File: config.mk
export PLATFORM = sky130hd
export DESIGN_NAME = mc_ctrl_fsm_flat
export DESIGN_NICKNAME = d
export VERILOG_FILES = /design/src/rtl/mc_ctrl_fsm_pkg.sv /design/src/rtl/mc_ctrl_fsm_if.sv /design/src/rtl/mc_ctrl_decode.sv /design/src/rtl/mc_ctrl_fsm.sv /design/src/flat_wrapper.sv
export SDC_FILE = /design/constraint.sdc
export NUM_CORES = 1
export LEC_CHECK = 0
export CORE_ASPECT_RATIO = 1.4
export CORE_MARGIN = 1.5
export CORE_UTILIZATION = 40
export CTS_CLUSTER_DIAMETER = 40
export DETAILED_ROUTE_END_ITERATION = 10
export PLACE_DENSITY = 0.94
export SETUP_SLACK_MARGIN = 0.02
export SLEW_MARGIN = 15
export SYNTH_ARGS = -nofsm -noshare
export SYNTH_HDL_FRONTEND = slang
export SYNTH_SLANG_ARGS = --single-unit
File: constraint.sdc
create_clock -name clk -period 5.4 [get_ports clk]
set_input_delay 0.81 -clock clk [delete_from_list [all_inputs] [get_ports clk]]
set_output_delay 0.81 -clock clk [all_outputs]
set_load 0.02 [all_outputs]
File: src/rtl/mc_ctrl_fsm_pkg.sv
// Shared constants, instruction classes and select encodings for the multi-cycle controller.
package mc_ctrl_fsm_pkg;

  localparam logic [5:0] OP_RTYPE = 6'h00;
  localparam logic [5:0] OP_ORI   = 6'h0D;
  localparam logic [5:0] OP_LUI   = 6'h0F;
  localparam logic [5:0] OP_LW    = 6'h23;
  localparam logic [5:0] OP_SW    = 6'h2B;
  localparam logic [5:0] OP_BEQ   = 6'h04;
  localparam logic [5:0] OP_J     = 6'h02;
  localparam logic [5:0] OP_JAL   = 6'h03;

  localparam logic [5:0] FN_ADDU  = 6'h21;
  localparam logic [5:0] FN_SUBU  = 6'h23;
  localparam logic [5:0] FN_JR    = 6'h08;
  localparam logic [5:0] FN_JALR  = 6'h09;

  localparam logic [2:0] ST_IF   = 3'd0;
  localparam logic [2:0] ST_ID   = 3'd1;
  localparam logic [2:0] ST_EXE  = 3'd2;
  localparam logic [2:0] ST_MEM  = 3'd3;
  localparam logic [2:0] ST_WB   = 3'd4;
  localparam logic [2:0] ST_HALT = 3'd5;

  localparam logic [2:0] NPC_PC4 = 3'd0;
  localparam logic [2:0] NPC_BR  = 3'd1;
  localparam logic [2:0] NPC_JT  = 3'd2;
  localparam logic [2:0] NPC_RS  = 3'd3;

  localparam logic [1:0] WA_RT = 2'd0;
  localparam logic [1:0] WA_RD = 2'd1;
  localparam logic [1:0] WA_RA = 2'd2;

  localparam logic [1:0] WD_ALU = 2'd0;
  localparam logic [1:0] WD_DM  = 2'd1;
  localparam logic [1:0] WD_PC4 = 2'd2;

  localparam logic [2:0] ALU_ADD = 3'd0;
  localparam logic [2:0] ALU_SUB = 3'd1;
  localparam logic [2:0] ALU_OR  = 3'd2;
  localparam logic [2:0] ALU_LUI = 3'd3;

  localparam logic [1:0] EXT_ZERO  = 2'd0;
  localparam logic [1:0] EXT_SIGN  = 2'd1;
  localparam logic [1:0] EXT_UPPER = 2'd2;

  typedef enum logic [3:0] {
    CL_ILLEGAL, CL_ADDU, CL_SUBU, CL_ORI, CL_LUI, CL_LW,
    CL_SW, CL_BEQ, CL_J, CL_JAL, CL_JR, CL_JALR
  } instr_class_e;

  typedef struct packed {
    logic [2:0] alu_op;
    logic       alusrc;
    logic [1:0] ext_op;
    logic [1:0] wa_sel;
    logic [1:0] wd_sel;
  } dp_sel_t;

  function automatic dp_sel_t class_sel(input instr_class_e c);
    dp_sel_t s;
    s = '{alu_op: ALU_ADD, alusrc: 1'b0, ext_op: EXT_ZERO, wa_sel: WA_RT, wd_sel: WD_ALU};
    case (c)
      CL_ADDU: s.wa_sel = WA_RD;
      CL_SUBU: begin s.alu_op = ALU_SUB; s.wa_sel = WA_RD; end
      CL_ORI:  begin s.alu_op = ALU_OR;  s.alusrc = 1'b1; end
      CL_LUI:  begin s.alu_op = ALU_LUI; s.alusrc = 1'b1; s.ext_op = EXT_UPPER; end
      CL_LW:   begin s.alusrc = 1'b1; s.ext_op = EXT_SIGN; s.wd_sel = WD_DM; end
      CL_SW:   begin s.alusrc = 1'b1; s.ext_op = EXT_SIGN; end
      CL_BEQ:  s.alu_op = ALU_SUB;
      CL_JAL:  begin s.wa_sel = WA_RA; s.wd_sel = WD_PC4; end
      CL_JALR: begin s.wa_sel = WA_RD; s.wd_sel = WD_PC4; end
      default: ;
    endcase
    return s;
  endfunction

endpackage

File: src/rtl/mc_ctrl_fsm_if.sv
// Controller <-> datapath signal bundle; master is the controller side.
interface mc_ctrl_fsm_if;
  logic [5:0]  op;
  logic [5:0]  funct;
  logic        zero;
  logic [31:0] pc_init;
  logic        pc_we;
  logic [2:0]  npc_sel;
  logic        ir_we;
  logic        reg_we;
  logic [1:0]  wa_sel;
  logic [1:0]  wd_sel;
  logic [2:0]  alu_op;
  logic        alusrc;
  logic [1:0]  ext_op;
  logic        mem_we;
  logic [2:0]  state;
  logic        halted;

  modport master (
    input  op, funct, zero,
    output pc_init, pc_we, npc_sel, ir_we, reg_we, wa_sel, wd_sel,
           alu_op, alusrc, ext_op, mem_we, state, halted
  );

  modport slave (
    output op, funct, zero,
    input  pc_init, pc_we, npc_sel, ir_we, reg_we, wa_sel, wd_sel,
           alu_op, alusrc, ext_op, mem_we, state, halted
  );
endinterface

File: src/rtl/mc_ctrl_decode.sv
// Combinational op/funct to instruction-class decoder.
module mc_ctrl_decode
  import mc_ctrl_fsm_pkg::*;
(
  input  logic [5:0]   op,
  input  logic [5:0]   funct,
  output instr_class_e cls
);

  always_comb begin
    cls = CL_ILLEGAL;
    case (op)
      OP_RTYPE: begin
        case (funct)
          FN_ADDU: cls = CL_ADDU;
          FN_SUBU: cls = CL_SUBU;
          FN_JR:   cls = CL_JR;
          FN_JALR: cls = CL_JALR;
          default: cls = CL_ILLEGAL;
        endcase
      end
      OP_ORI:  cls = CL_ORI;
      OP_LUI:  cls = CL_LUI;
      OP_LW:   cls = CL_LW;
      OP_SW:   cls = CL_SW;
      OP_BEQ:  cls = CL_BEQ;
      OP_J:    cls = CL_J;
      OP_JAL:  cls = CL_JAL;
      default: cls = CL_ILLEGAL;
    endcase
  end

endmodule

File: src/rtl/mc_ctrl_fsm.sv
// Multi-cycle MIPS-subset main controller (IF/ID/EXE/MEM/WB).
// Optional MC_CTRL_ILLEGAL_HALT_EN: unknown instructions enter a sticky HALT state.
module mc_ctrl_fsm
  import mc_ctrl_fsm_pkg::*;
#(
  parameter logic [31:0] PC_RESET = 32'h0000_3000
) (
  input  logic          clk,
  input  logic          reset,
  mc_ctrl_fsm_if.master bus
);

  logic [2:0]   state_q, state_d;
  instr_class_e cls_q, cls_d, dec_cls;
  dp_sel_t      sel;

  mc_ctrl_decode u_decode (
    .op    (bus.op),
    .funct (bus.funct),
    .cls   (dec_cls)
  );

  always_comb begin
    state_d = state_q;
    cls_d   = cls_q;
    case (state_q)
      ST_IF: state_d = ST_ID;
      ST_ID: begin
        cls_d = dec_cls;
        case (dec_cls)
          CL_J, CL_JR:     state_d = ST_IF;
          CL_JAL, CL_JALR: state_d = ST_WB;
`ifdef MC_CTRL_ILLEGAL_HALT_EN
          CL_ILLEGAL:      state_d = ST_HALT;
`else
          CL_ILLEGAL:      state_d = ST_IF;
`endif
          default:         state_d = ST_EXE;
        endcase
      end
      ST_EXE: begin
        case (cls_q)
          CL_BEQ:       state_d = ST_IF;
          CL_LW, CL_SW: state_d = ST_MEM;
          default:      state_d = ST_WB;
        endcase
      end
      ST_MEM:  state_d = (cls_q == CL_LW) ? ST_WB : ST_IF;
      ST_WB:   state_d = ST_IF;
      ST_HALT: state_d = ST_HALT;
      default: state_d = ST_IF;
    endcase
  end

  always_ff @(posedge clk) begin
    if (reset) begin
      state_q <= ST_IF;
      cls_q   <= CL_ILLEGAL;
    end else begin
      state_q <= state_d;
      cls_q   <= cls_d;
    end
  end

  assign sel         = class_sel(cls_q);
  assign bus.pc_init = PC_RESET;
  assign bus.state   = state_q;

  // ID acts on the live decode since the class is only being latched this cycle;
  // all outputs are held quiet while reset is asserted.
  always_comb begin
    bus.pc_we   = 1'b0;
    bus.npc_sel = NPC_PC4;
    bus.ir_we   = 1'b0;
    bus.reg_we  = 1'b0;
    bus.mem_we  = 1'b0;
    bus.wa_sel  = WA_RT;
    bus.wd_sel  = WD_ALU;
    bus.alu_op  = ALU_ADD;
    bus.alusrc  = 1'b0;
    bus.ext_op  = EXT_ZERO;
    bus.halted  = 1'b0;
    if (!reset) begin
      if (state_q == ST_EXE || state_q == ST_MEM || state_q == ST_WB) begin
        bus.alu_op = sel.alu_op;
        bus.alusrc = sel.alusrc;
        bus.ext_op = sel.ext_op;
        bus.wa_sel = sel.wa_sel;
        bus.wd_sel = sel.wd_sel;
      end
      case (state_q)
        ST_IF: begin
          bus.ir_we = 1'b1;
          bus.pc_we = 1'b1;
        end
        ST_ID: begin
          if (dec_cls == CL_J) begin
            bus.pc_we   = 1'b1;
            bus.npc_sel = NPC_JT;
          end else if (dec_cls == CL_JR) begin
            bus.pc_we   = 1'b1;
            bus.npc_sel = NPC_RS;
          end
        end
        ST_EXE: begin
          if (cls_q == CL_BEQ) begin
            bus.pc_we   = bus.zero;
            bus.npc_sel = NPC_BR;
          end
        end
        ST_MEM: bus.mem_we = (cls_q == CL_SW);
        ST_WB: begin
          bus.reg_we = 1'b1;
          if (cls_q == CL_JAL) begin
            bus.pc_we   = 1'b1;
            bus.npc_sel = NPC_JT;
          end else if (cls_q == CL_JALR) begin
            bus.pc_we   = 1'b1;
            bus.npc_sel = NPC_RS;
          end
        end
`ifdef MC_CTRL_ILLEGAL_HALT_EN
        ST_HALT: bus.halted = 1'b1;
`endif
        default: ;
      endcase
    end
  end

endmodule

File: src/flat_wrapper.sv
// flat-port wrapper written by rule: the top's interface ports become plain ports
module mc_ctrl_fsm_flat import mc_ctrl_fsm_pkg::*;
#(
  parameter logic [31:0] PC_RESET = 32'h0000_3000
)
  (clk, reset, bus_op, bus_funct, bus_zero, bus_pc_init, bus_pc_we, bus_npc_sel, bus_ir_we, bus_reg_we, bus_wa_sel, bus_wd_sel, bus_alu_op, bus_alusrc, bus_ext_op, bus_mem_we, bus_state, bus_halted);
  mc_ctrl_fsm_if bus_i ();
  input  logic clk;
  input  logic reset;
  input wire logic [$bits(bus_i.op)-1:0] bus_op;
  input wire logic [$bits(bus_i.funct)-1:0] bus_funct;
  input wire logic [$bits(bus_i.zero)-1:0] bus_zero;
  output wire logic [$bits(bus_i.pc_init)-1:0] bus_pc_init;
  output wire logic [$bits(bus_i.pc_we)-1:0] bus_pc_we;
  output wire logic [$bits(bus_i.npc_sel)-1:0] bus_npc_sel;
  output wire logic [$bits(bus_i.ir_we)-1:0] bus_ir_we;
  output wire logic [$bits(bus_i.reg_we)-1:0] bus_reg_we;
  output wire logic [$bits(bus_i.wa_sel)-1:0] bus_wa_sel;
  output wire logic [$bits(bus_i.wd_sel)-1:0] bus_wd_sel;
  output wire logic [$bits(bus_i.alu_op)-1:0] bus_alu_op;
  output wire logic [$bits(bus_i.alusrc)-1:0] bus_alusrc;
  output wire logic [$bits(bus_i.ext_op)-1:0] bus_ext_op;
  output wire logic [$bits(bus_i.mem_we)-1:0] bus_mem_we;
  output wire logic [$bits(bus_i.state)-1:0] bus_state;
  output wire logic [$bits(bus_i.halted)-1:0] bus_halted;
  assign bus_i.op = bus_op;
  assign bus_i.funct = bus_funct;
  assign bus_i.zero = bus_zero;
  assign bus_pc_init = bus_i.pc_init;
  assign bus_pc_we = bus_i.pc_we;
  assign bus_npc_sel = bus_i.npc_sel;
  assign bus_ir_we = bus_i.ir_we;
  assign bus_reg_we = bus_i.reg_we;
  assign bus_wa_sel = bus_i.wa_sel;
  assign bus_wd_sel = bus_i.wd_sel;
  assign bus_alu_op = bus_i.alu_op;
  assign bus_alusrc = bus_i.alusrc;
  assign bus_ext_op = bus_i.ext_op;
  assign bus_mem_we = bus_i.mem_we;
  assign bus_state = bus_i.state;
  assign bus_halted = bus_i.halted;
  mc_ctrl_fsm #(.PC_RESET(PC_RESET)) u_core (.clk(clk), .reset(reset), .bus(bus_i));
endmodule
==> flow_summary.toml <==
[status]
status = "finished, final reports clean"

[global_routing]
grtUsageMet3_pct = 3.57
globalRouteTotalUtil_pct = 16.4
grt_pass1_vias = 950
antenna_found_initial = 0
grt_max_degree = 17
overflow = 0
use_met2_pct = 28.0
gr-max-usage-layer = "met2"
grt_pass1_wl_mm = 3.80
use_met1_pct = 17.8

[routing]
ant_nets = 0
drc = 0
routed-via-count = 1056
drt_iter0_drc = 12
routed_via_density = 4.93
totalWireLength_mm = 2.33
drt-pass1-iter-count = 4
wl_per_cell_um = 10.9

[worst_setup_path]
critPathCapture = "bus_npc_sel[0]"
worstSetupStartpointType = "input pin"
crit_fanout = 7
timing.critical_path.mode_cell = "clkdlybuf4s50_1"
reg2reg_to = "u_core.bus.state[1]"
required_ns = 4.59
reg2reg_setup_slack_ns = 3.69
crit_start = "bus_op[3]"
crit_cells = 6
crit_arrival_ns = 3.30
critPathCaptureType = "primary output"
cp_slowest_cell = "clkdlybuf4s50_1"
critical_path.max_stage_delay_ns = 0.64
timing.rr.start = "u_core.cls_q[2]"
path_class = "in -> out"
reg2regPathDepth = 5
worstPathCellList = "clkdlybuf4s50_1 -> or3_4 -> nor4_4 -> or3b_4 -> o31ai_2 -> clkdlybuf4s50_1"
path_delay_family = "buffers and inverters"
path_buf_inv = 2

[timing]
grt_setup_unrepaired = "false"
hold_viol_final = 0
setup-tns-final_ns = 0
fin_crit_sh_pct = 76.1
drv_slew = 0
max_freq_mhz = 243
fin_skew_ns = 0.00561
period_needed_ns = 4.11
worst_pin_slew_ns = 0.507
setup_viol = 0
hold_ws_ns = 0.604
relSlewSlack_pct = 66.2

[yosys]
syn_avg_cell_area_um2 = 7.32
synth_cells = 151
synth.area.mux_share_pct = 0.905
ys_types = 47
synth-edff-count = 0
ys_seq_elements = 7
yosys.area.top_type_share_pct = 24.4
synthFlopType = "dfxtp_1"
yosysTopAreaCell = "buf_4"
synth_xor_area_share_pct = 3.17
async_flop_share_pct = 0
synthAdderAreaFrac_pct = 0.905
ys_seq_area_share_pct = 12.7
ys_top_cells_by_area = "buf_4, dfxtp_1, nor2_1"
synth_compound_area_share_pct = 20.1
synth-simple-area-share_pct = 34.3
syn-cell-area_um2 = 1110
ys_warn_count = 0
synth_top_family_by_area = "simple AND/OR/NAND/NOR gates"

[floorplanning]
die_w_um = 47.4
ios = 68
rows = 22
die_y_um = 65.2
die-area_um2 = 3090
start_util_pct = 42.3
core-area_um2 = 2620

[clock_network]
cts_hold_buf = 0
htreeDepth = 1
clk_latency_ns = 0.26
cts.repair.resized = 0
clock_path_buffers = 2
post_cts_buffers = 0
cts_root_buf = "clkbuf_4"
tritoncts = "yes"
cts_buffers = 3
cts_sinks = 7
clkTransAtPathRegs_ns = 0.05

[final_layout]
utilization_pct = 50.5
area_growth_pct = 19.3
layout_common_cells = "conb_1, clkdlybuf4s50_1, nor2_1, a21oi_1"
diodes = 0
nets = 194
mostFrequentLayoutCell = "conb_1"
drive_gt1_share_pct = 7.87
stdcell_area_um2 = 1320

[place]
dp_hpwl_mm = 1.94
io_buffers = 32
gp_congestion = 0.867
place_area_um2 = 1290

[power_and_ir_drop]
ir_drop_v = 0.0000767
p_leak_nw = 0.487
power_density_nw_per_um2 = 142

[job]
cap_violations = 0

[hold_path]
hp-start = "u_core.cls_q[3]"
hp-class = "reg -> reg"
## through the flow
stage	std cells	power (W)	worst slack [ns]
floorplan	184	0.000138	2.35
global placement	210	0.000138	1.37
detailed placement	210	0.000140	1.29
CTS	214	0.000187	1.30
global route	214	0.000200	1.18
finish	214	0.000187	1.29
## registers in the layout, indices dropped and copies added, names as in the netlist
name              flops
u_core.cls_q          4
u_core.bus.state      3
## worst min-delay path by stage
stage	end	slack [ns]	cells after the start
2_1_floorplan	u_core.cls_q[2]	0.56	2
3_3_place_gp	u_core.cls_q[3]	0.57	2
3_5_place_dp	u_core.cls_q[3]	0.60	2
4_1_cts	u_core.cls_q[3]	0.61	2
5_1_grt	u_core.cls_q[2]	0.64	2
6_report	u_core.cls_q[3]	0.60	2
## cells by family after synthesis
family / count (synthesis)
other: 2
and+or+nand+nor: 62
AOI/OAI and AO/OA: 32
buffers and inverters: 42
adders and majority gates: 1
DFF: 7
muxes: 1
xor gates and xnor gates: 4
## Yosys cell counts, drive strengths merged (3+ instances only)
| cell type | instances |
|---|---|
| buf | 38 |
| nor2 | 13 |
| a21oi | 8 |
| dfxtp | 7 |
| nand2 | 7 |
| nor2b | 6 |
| nor3 | 6 |
| a211oi | 5 |
| clkbuf | 4 |
| nand3 | 4 |
| nor3b | 4 |
| nor4 | 4 |
| o21ai | 4 |
| a31oi | 3 |
| nand2b | 3 |
| o21a | 3 |
## where the power goes
part	switching [W]	internal, W
sequential	0.0000101	0.0000549
clock	0.0000194	0.0000282
combinational	0.0000461	0.0000283
## final cells by class
class	count	area (um^2)
tap	36	45.0
multi-input combinational	135	788
sequential	7	140
clock buffer	4	26.3
fill	274	1290
timing repair buffer	32	320
## tightest hold or removal path: stages (launching register included)
cell	delay, ns
dfxtp_1	0.38
nor2_1	0.13
nor3_1	0.05
## per-layer routing
metal / vias to the layer above / share of wire, %
li1: 520 / -
met1: 470 / 38
met2: 59 / 51
met3: 7 / 8.2
met4: 0 / 2.0
met5: - / 0
Power figures use the tool's default switching activity.
